**config.mk**
```make
export PLATFORM = sky130hd
export DESIGN_NAME = sc_dmem_io
export DESIGN_NICKNAME = d
export VERILOG_FILES = /design/src/rtl/sc_mem_pkg.sv /design/src/rtl/sc_timer.sv /design/src/rtl/sc_dmem_io.sv
export SDC_FILE = /design/constraint.sdc
export NUM_CORES = 2
export LEC_CHECK = 0
export ABC_AREA = 0
export CAP_MARGIN = 10
export CORE_ASPECT_RATIO = 1.2
export CORE_MARGIN = 8
export CORE_UTILIZATION = 40
export DETAILED_ROUTE_END_ITERATION = 7
export SYNTH_ARGS = -nofsm -noshare
export SYNTH_HDL_FRONTEND = slang
export SYNTH_HIERARCHICAL = 1
export SYNTH_SLANG_ARGS = --single-unit
```
**constraint.sdc**
```tcl
create_clock -name clk -period 5.3 [get_ports clk]
set_clock_uncertainty 0.1 [all_clocks]
set_input_delay 0.53 -clock clk [delete_from_list [all_inputs] [get_ports clk]]
set_output_delay 0.53 -clock clk [all_outputs]
set_load 0.01 [all_outputs]
```
**src/rtl/sc_mem_pkg.sv**
```systemverilog
// Shared address-map constants for the single-cycle CPU data side.
// The CPU-side test software uses the same offsets, bit indices and reset values.
package sc_mem_pkg;

  localparam logic [31:0] IO_BASE = 32'h8000_0000;

  localparam logic [4:0] OFF_GPIO_OUT = 5'h00;
  localparam logic [4:0] OFF_GPIO_IN  = 5'h04;
  localparam logic [4:0] OFF_TCOUNT   = 5'h08;
  localparam logic [4:0] OFF_TCMP     = 5'h0C;
  localparam logic [4:0] OFF_CTRL     = 5'h10;
  localparam logic [4:0] OFF_STATUS   = 5'h14;

  localparam int CTRL_TEN     = 0;
  localparam int CTRL_IEN     = 1;
  localparam int STATUS_MATCH = 0;

  localparam logic [31:0] TCMP_RST = 32'hFFFF_FFFF;

  // Word index of each I/O register; the two spare slots read as zero.
  typedef enum logic [2:0] {
    REG_GPIO_OUT = OFF_GPIO_OUT[4:2],
    REG_GPIO_IN  = OFF_GPIO_IN[4:2],
    REG_TCOUNT   = OFF_TCOUNT[4:2],
    REG_TCMP     = OFF_TCMP[4:2],
    REG_CTRL     = OFF_CTRL[4:2],
    REG_STATUS   = OFF_STATUS[4:2],
    REG_RSVD6    = 3'd6,
    REG_RSVD7    = 3'd7
  } io_reg_e;

  function automatic io_reg_e io_reg(input logic [2:0] sel);
    return io_reg_e'(sel);
  endfunction

endpackage

```
**src/rtl/sc_timer.sv**
```systemverilog
// Free-running 32-bit timer with compare, sticky match flag and registered irq.
// Only instantiated when SC_DMEM_TIMER_EN is defined.
module sc_timer
  import sc_mem_pkg::*;
(
  input  logic        clk,
  input  logic        clr,
  input  logic        wr_count,
  input  logic        wr_cmp,
  input  logic        wr_ctrl,
  input  logic        wr_status,
  input  logic [31:0] wdata,
  output logic [31:0] count,
  output logic [31:0] cmp,
  output logic [1:0]  ctrl,
  output logic        status,
  output logic        irq
);

  logic match;

  assign match = ctrl[CTRL_TEN] && (count == cmp);

  always_ff @(posedge clk or posedge clr) begin
    if (clr) begin
      count  <= '0;
      cmp    <= TCMP_RST;
      ctrl   <= '0;
      status <= 1'b0;
      irq    <= 1'b0;
    end else begin
      // A CPU store to TCOUNT takes priority over the increment.
      if (wr_count) begin
        count <= wdata;
      end else if (ctrl[CTRL_TEN]) begin
        count <= count + 32'd1;
      end

      if (wr_cmp) begin
        cmp <= wdata;
      end

      if (wr_ctrl) begin
        ctrl <= wdata[1:0];
      end

      // Set beats write-1-to-clear so a match is never lost.
      if (match) begin
        status <= 1'b1;
      end else if (wr_status && wdata[STATUS_MATCH]) begin
        status <= 1'b0;
      end

      irq <= status & ctrl[CTRL_IEN];
    end
  end

endmodule

```
**src/rtl/sc_dmem_io.sv**
```systemverilog
// Data-side responder: word RAM below IO_BASE, GPIO and optional timer above it.
// Define SC_DMEM_TIMER_EN to build the timer, TCMP, CTRL, STATUS and irq.
module sc_dmem_io
  import sc_mem_pkg::*;
#(
  parameter int AW     = 6,
  parameter int GPIO_W = 16
) (
  input  logic              clk,
  input  logic              clr,
  input  logic [31:0]       addr,
  input  logic [31:0]       wdata,
  input  logic              we,
  output logic [31:0]       rdata,
  input  logic [GPIO_W-1:0] gpio_in,
  output logic [GPIO_W-1:0] gpio_out,
  output logic              irq
);

  logic              io_sel;
  logic [AW-1:0]     ram_idx;
  io_reg_e           reg_sel;
  logic [31:0]       ram [2**AW];
  logic [GPIO_W-1:0] gpio_sync1;
  logic [GPIO_W-1:0] gpio_sync2;
  logic [31:0]       t_count;
  logic [31:0]       t_cmp;
  logic [1:0]        t_ctrl;
  logic              t_status;
  logic              unused_addr;

  // Upper RAM address bits alias; byte-lane bits are ignored everywhere.
  assign io_sel      = (addr[31] == IO_BASE[31]);
  assign ram_idx     = addr[AW+1:2];
  assign reg_sel     = io_reg(addr[4:2]);
  assign unused_addr = ^{addr[30:AW+2], addr[1:0]};

  // RAM is not reset; an edge that lands during reset drops the store.
  always_ff @(posedge clk) begin
    if (we && !io_sel && !clr) begin
      ram[ram_idx] <= wdata;
    end
  end

  always_ff @(posedge clk or posedge clr) begin
    if (clr) begin
      gpio_out   <= '0;
      gpio_sync1 <= '0;
      gpio_sync2 <= '0;
    end else begin
      gpio_sync1 <= gpio_in;
      gpio_sync2 <= gpio_sync1;
      if (we && io_sel && (reg_sel == REG_GPIO_OUT)) begin
        gpio_out <= wdata[GPIO_W-1:0];
      end
    end
  end

`ifdef SC_DMEM_TIMER_EN
  logic io_we;

  assign io_we = we & io_sel;

  sc_timer u_timer (
    .clk       (clk),
    .clr       (clr),
    .wr_count  (io_we && (reg_sel == REG_TCOUNT)),
    .wr_cmp    (io_we && (reg_sel == REG_TCMP)),
    .wr_ctrl   (io_we && (reg_sel == REG_CTRL)),
    .wr_status (io_we && (reg_sel == REG_STATUS)),
    .wdata     (wdata),
    .count     (t_count),
    .cmp       (t_cmp),
    .ctrl      (t_ctrl),
    .status    (t_status),
    .irq       (irq)
  );
`else
  assign t_count  = '0;
  assign t_cmp    = '0;
  assign t_ctrl   = '0;
  assign t_status = 1'b0;
  assign irq      = 1'b0;
`endif

  // Loads see pre-edge state, so a same-cycle store returns the old value.
  always_comb begin
    rdata = '0;
    if (!io_sel) begin
      rdata = ram[ram_idx];
    end else begin
      case (reg_sel)
        REG_GPIO_OUT: rdata[GPIO_W-1:0] = gpio_out;
        REG_GPIO_IN:  rdata[GPIO_W-1:0] = gpio_sync2;
        REG_TCOUNT:   rdata = t_count;
        REG_TCMP:     rdata = t_cmp;
        REG_CTRL:     rdata[1:0] = t_ctrl;
        REG_STATUS:   rdata[STATUS_MATCH] = t_status;
        default:      rdata = '0;
      endcase
    end
  end

endmodule

```
**Yosys cells after proc, flatten, opt, wreduce, memory -nomap -nowiden**

Memory sizes are Yosys's and may differ from the RTL's.
Cells that the tools add are included.

- Equal/unequal tests: 1
- Multiplexer cells: 6
- Reduce and logical (&&, ||, !) cells: 7

Operator list:

| operator | number |
|---|---|
| 32-bit 2-to-1 mux | 1 |
| 14-bit one-hot mux with 2 select lines | 1 |
| 1-bit logical AND | 4 |
| 1-bit one-hot mux with 2 select lines | 2 |
| 3-bit by 1-bit == test with 1-bit output (second input constant) | 1 |
| 3-bit zero test | 1 |
| 1-bit zero test | 2 |
| 1-bit 2-to-1 mux | 2 |

- Bits in registers: 48
- RAM bits: 2048
- Input port bits: 83
- Output and inout bits: 49
- Word-level logic and storage cells: 18
- Memories: 1

Memories:

| memory | words | bits a word | read ports | clocked after memory_dff | wr ports | line | text |
|---|---|---|---|---|---|---|---|
| ram | 64 | 32 | 1 | 0 | 1 | sc_dmem_io.sv:23 | `logic [31:0] ram [2**AW];` |

**Logic depth before layout (Yosys ltp)**

- Depth after elaboration: 5
- Mapped depth: 10

**Worst setup path before layout**

OpenSTA, ideal clock, no wires.

- Path type: input port to flip-flop
- Start: input port addr[2]
- End: memory ram[17][0], enable pin
- Data arrival time: 3.390 ns
- Required time: 4.779 ns
- Path slack: 1.389 ns
- Stages: 10
- Buffers on the path: 6
- Cell sequence: buf_6 -> buf_6 -> buf_6 -> buf_6 -> buf_6 -> buf_6 -> nand2_1 -> nor3_1 -> nand2_1 -> nor2_1

RTL lines:

| item | line | text |
|---|---|---|
| start: declaration | sc_dmem_io.sv:11 | `input logic [31:0] addr,` |
| end: declaration | sc_dmem_io.sv:23 |  |

No word-level cell before the write port.

**Worst setup path in the final report**

- Start: input port addr[7]
- End: output port rdata[4]

- Word-level cells in the longest chain between the ends: 2

RTL lines:

| item | line | text |
|---|---|---|
| memory read 64 x 32 bit | n/a |  |
| 32-bit 2-to-1 mux | sc_dmem_io.sv:89 | `if (!io_sel) begin` |
| end: declaration | sc_dmem_io.sv:14 | `output logic [31:0] rdata,` |

No other way between the ends.

==> qor.csv <==
metric,value,unit
status,finished clean,
Combinational Power Share,5.5,%
final instance area,93000,um2
Worst path slowest cell,a21oi_1,
Compound-Gate Fraction of Synth Area,2.96,%
Sw Pwr,7.35,mW
routed vias,40700,
RePlAce Congestion,0.840,
synthesized area per cell,22.4,um2
Highest Signal Layer,met5,
switching share of power,21.6,%
cts hold-fix bufs,13,
Clock transition at path regs,0.06,ns
clock root cell,clkbuf_16,
"EDFF count, synth",2048,
Synth Cell Area,80200,um2
Post-Synthesis Cells,3583,
CTS tree,built,
total power,34.0,mW
WL met3,19.4,mm
synth warn,6,
Rel. slew slack,11.2,%
number of global-route vias before repair,40600,
Sink Count,2096,
Routed WL,243,mm
Max Slew Vio Count,0,
GRT Util Overall,22.1,%
"Distinct cells, synth",68,
# port buffers,105,
crit share post-route,93.8,%
worst-skew pair later-pin latency,0.83,ns
post-synthesis adder-cell area fraction,0,%
"Primary FF master, synth",edfxtp_1,
fraction of synthesized cell area in xor and xnor cells,0,%
Via-to-Cell Ratio,6.03,
Worst VDD drop,0.296,mV
worst hold slack,0.0641,ns
cts repair resizes,0,
Final #Nets,4028,
Final Setup Violations,0,
MaxCap Viol Count,0,
sequential power share,53.9,%
Initial DRC Count,5105,
worst-margin pin slew,1.33,ns
placed instance count,6376,
Final Hold Fails,0,
CP Cell Sequence,buf_2 -> buf_4 -> nand2b_1 -> a21oi_1 -> o21bai_1 -> o31a_1 -> clkdlybuf4s50_1,
Worst Hold Class,input port to flop,
Internal,26.6,mW
Place WS,0.473,ns
PwrDens,366,nW/um2
post-synthesis mux area share,15.8,%
async set-reset flop share out of synthesis,2.29,%
Worst Setup End Kind,output port,
Starting Density,40.1,%
Period minus WS final,4.97,ns
Final Util,46.5,%
WL met1,90.5,mm
WL/cell,35.9,um
Die ar.,215000,um2
DRC errors left,0,
Startpoint Class,input port,
CP Data Arrival Time,4.34,ns
htree depth,4,
CP Max Fanout,18,
Crit path required time,4.67,ns
global route overflow,0,
"Area growth, synth to finish",15.8,%
initial antenna violation count,21,
share of layout cells above drive strength 1,28.0,%
syn nets,3666,
first-pass GRT wire length,332,mm
Die X,425,um
RSZ-0062 raised after global routing,false,
drt first pass iters,5,
Placed Area,86600,um2
Ports,132,
largest family of logic cells by synthesized area,multiplexers,
Setup WS post-layout,0.331,ns
critical path class,input port to output port,
DIE HEIGHT,507,um
clock tree buffer depth,3,
HPWL after DPL,145,mm
critical path's largest stage delay,0.86,ns
leakage power,29.1,nW
setup TNS,0,ns
"Seq/Total Area, Yosys",78.1,%
largest net degree at the start of global routing,66,
number of synthesized register bits,2096,
Inserted Clock Buffers,193,
final cell count without fillers,6752,
clock share of power,40.6,%
simple-gate share of the synthesized area,1.63,%
Setup Buffers After CTS,0,
Core Region,200000,um2
post-route ant nets,0,
wire length on met2,121,mm
fmax,0.201,GHz
row count,180,
[area by class of cell]
cell class | count | area, um2
Timing Repair Buffer | 372 | 3790
Sequential cell | 2096 | 62700
Inverter | 6 | 26.3
Clock buffer | 255 | 5100
Antenna cell | 8 | 20.0
Multi-Input combinational cell | 1276 | 16900
Fill cell | 16600 | 107000
Clock inverter | 100 | 1120
Tap cell | 2639 | 3300
[final timing paths]
kind                                from             to  slack [ns]  cells after the start
setup reg to reg             gpio_out[4]    gpio_out[4]        4.12                      1
min in group asynchronous            clr   gpio_out[10]        0.41                      3
hold / removal                gpio_in[0]  gpio_sync1[0]        0.06                      1
max in group asynchronous            clr  gpio_sync1[5]        3.97                      3
setup / recovery                 addr[7]       rdata[4]        0.33                      7
hold reg to reg            gpio_sync1[3]  gpio_sync2[3]        0.25                      0
[worst max-delay path: cells and delay by family]
family	cells	cell delay [ns]
buf+inv	3	1.60
compound gates	3	1.55
simple gates	1	0.58
[metal layers]
layer,track usage [%],vias up
met5,0,-
met4,9.41,14
met3,4.17,474
met2,37.2,2068
met1,28.3,22200
li1,-,15900
[synthesized netlist by cell type (all sizes together) (4+ instances only)]
master | instances | area share (%)
o31a | 11 | 0.12
o22a | 4 | 0.044
o21a | 13 | 0.12
edfxtp | 2048 | 77
a22o | 15 | 0.16
nand2 | 90 | 0.42
a2111oi | 6 | 0.073
mux2 | 20 | 0.28
buf | 124 | 1.1
o41ai | 4 | 0.044
a221oi | 23 | 0.25
or3 | 5 | 0.039
nor2 | 97 | 0.45
a31oi | 19 | 0.15
o211ai | 11 | 0.10
clkbuf | 81 | 0.38
o21ai | 32 | 0.20
nor2b | 8 | 0.062
inv | 5 | 0.023
o221ai | 5 | 0.055
nand3 | 23 | 0.14
a21oi | 67 | 0.42
a22oi | 67 | 0.63
and2 | 8 | 0.062
dfrtp | 48 | 1.5
o22ai | 29 | 0.23
and3 | 7 | 0.055
nor3 | 13 | 0.081
mux2i | 138 | 1.7
nand4 | 4 | 0.031
a211oi | 14 | 0.13
nand2b | 8 | 0.062
mux4 | 492 | 14
[kinds of logic (layout without fill, tap and decap cells)]
logic type,Yosys count,after routing
AOI/OAI and AO/OA,341,341
DFF,2096,2096
muxes,650,650
buffers and inverters,211,733
other,1,9
and+or+nand+nor,284,284
[power by group through the flow]
stage,clock (mW),sequential [mW],combinational [mW]
CTS,14.0,18.3,1.90
detailed placement,0,18.7,1.89
floorplan,0,18.7,0.910
global placement,0,18.7,1.87
finish,13.8,18.3,1.88
global route,14.6,18.3,1.97
[layout by cell type, fill, tap and decap left out, types with 14 or more instances in the layout]
cell and instances:
a31oi_1 19, clkinv_2 22, a21oi_1 67, a211oi_1 14, bufinv_16 17, edfxtp_1 2048
o21ai_0 32, buf_2 35, nand3_1 21, clkbuf_1 59, mux2i_1 138, buf_12 69
mux4_2 492, nand2_1 90, clkbuf_16 194, mux2_2 20, clkdlybuf4s50_1 65, nor2_1 32
buf_4 187, o22ai_1 29, dfrtp_1 48, a22o_1 15, a221oi_1 23, a22oi_1 67
nor2_4 65, clkinv_1 35
[state kept, by name, indices dropped and copies added, names as in the netlist]
register	cells
gpio_out	16
gpio_sync1	16
gpio_sync2	16
ram	2048
(Power assumes the default switching activity.)
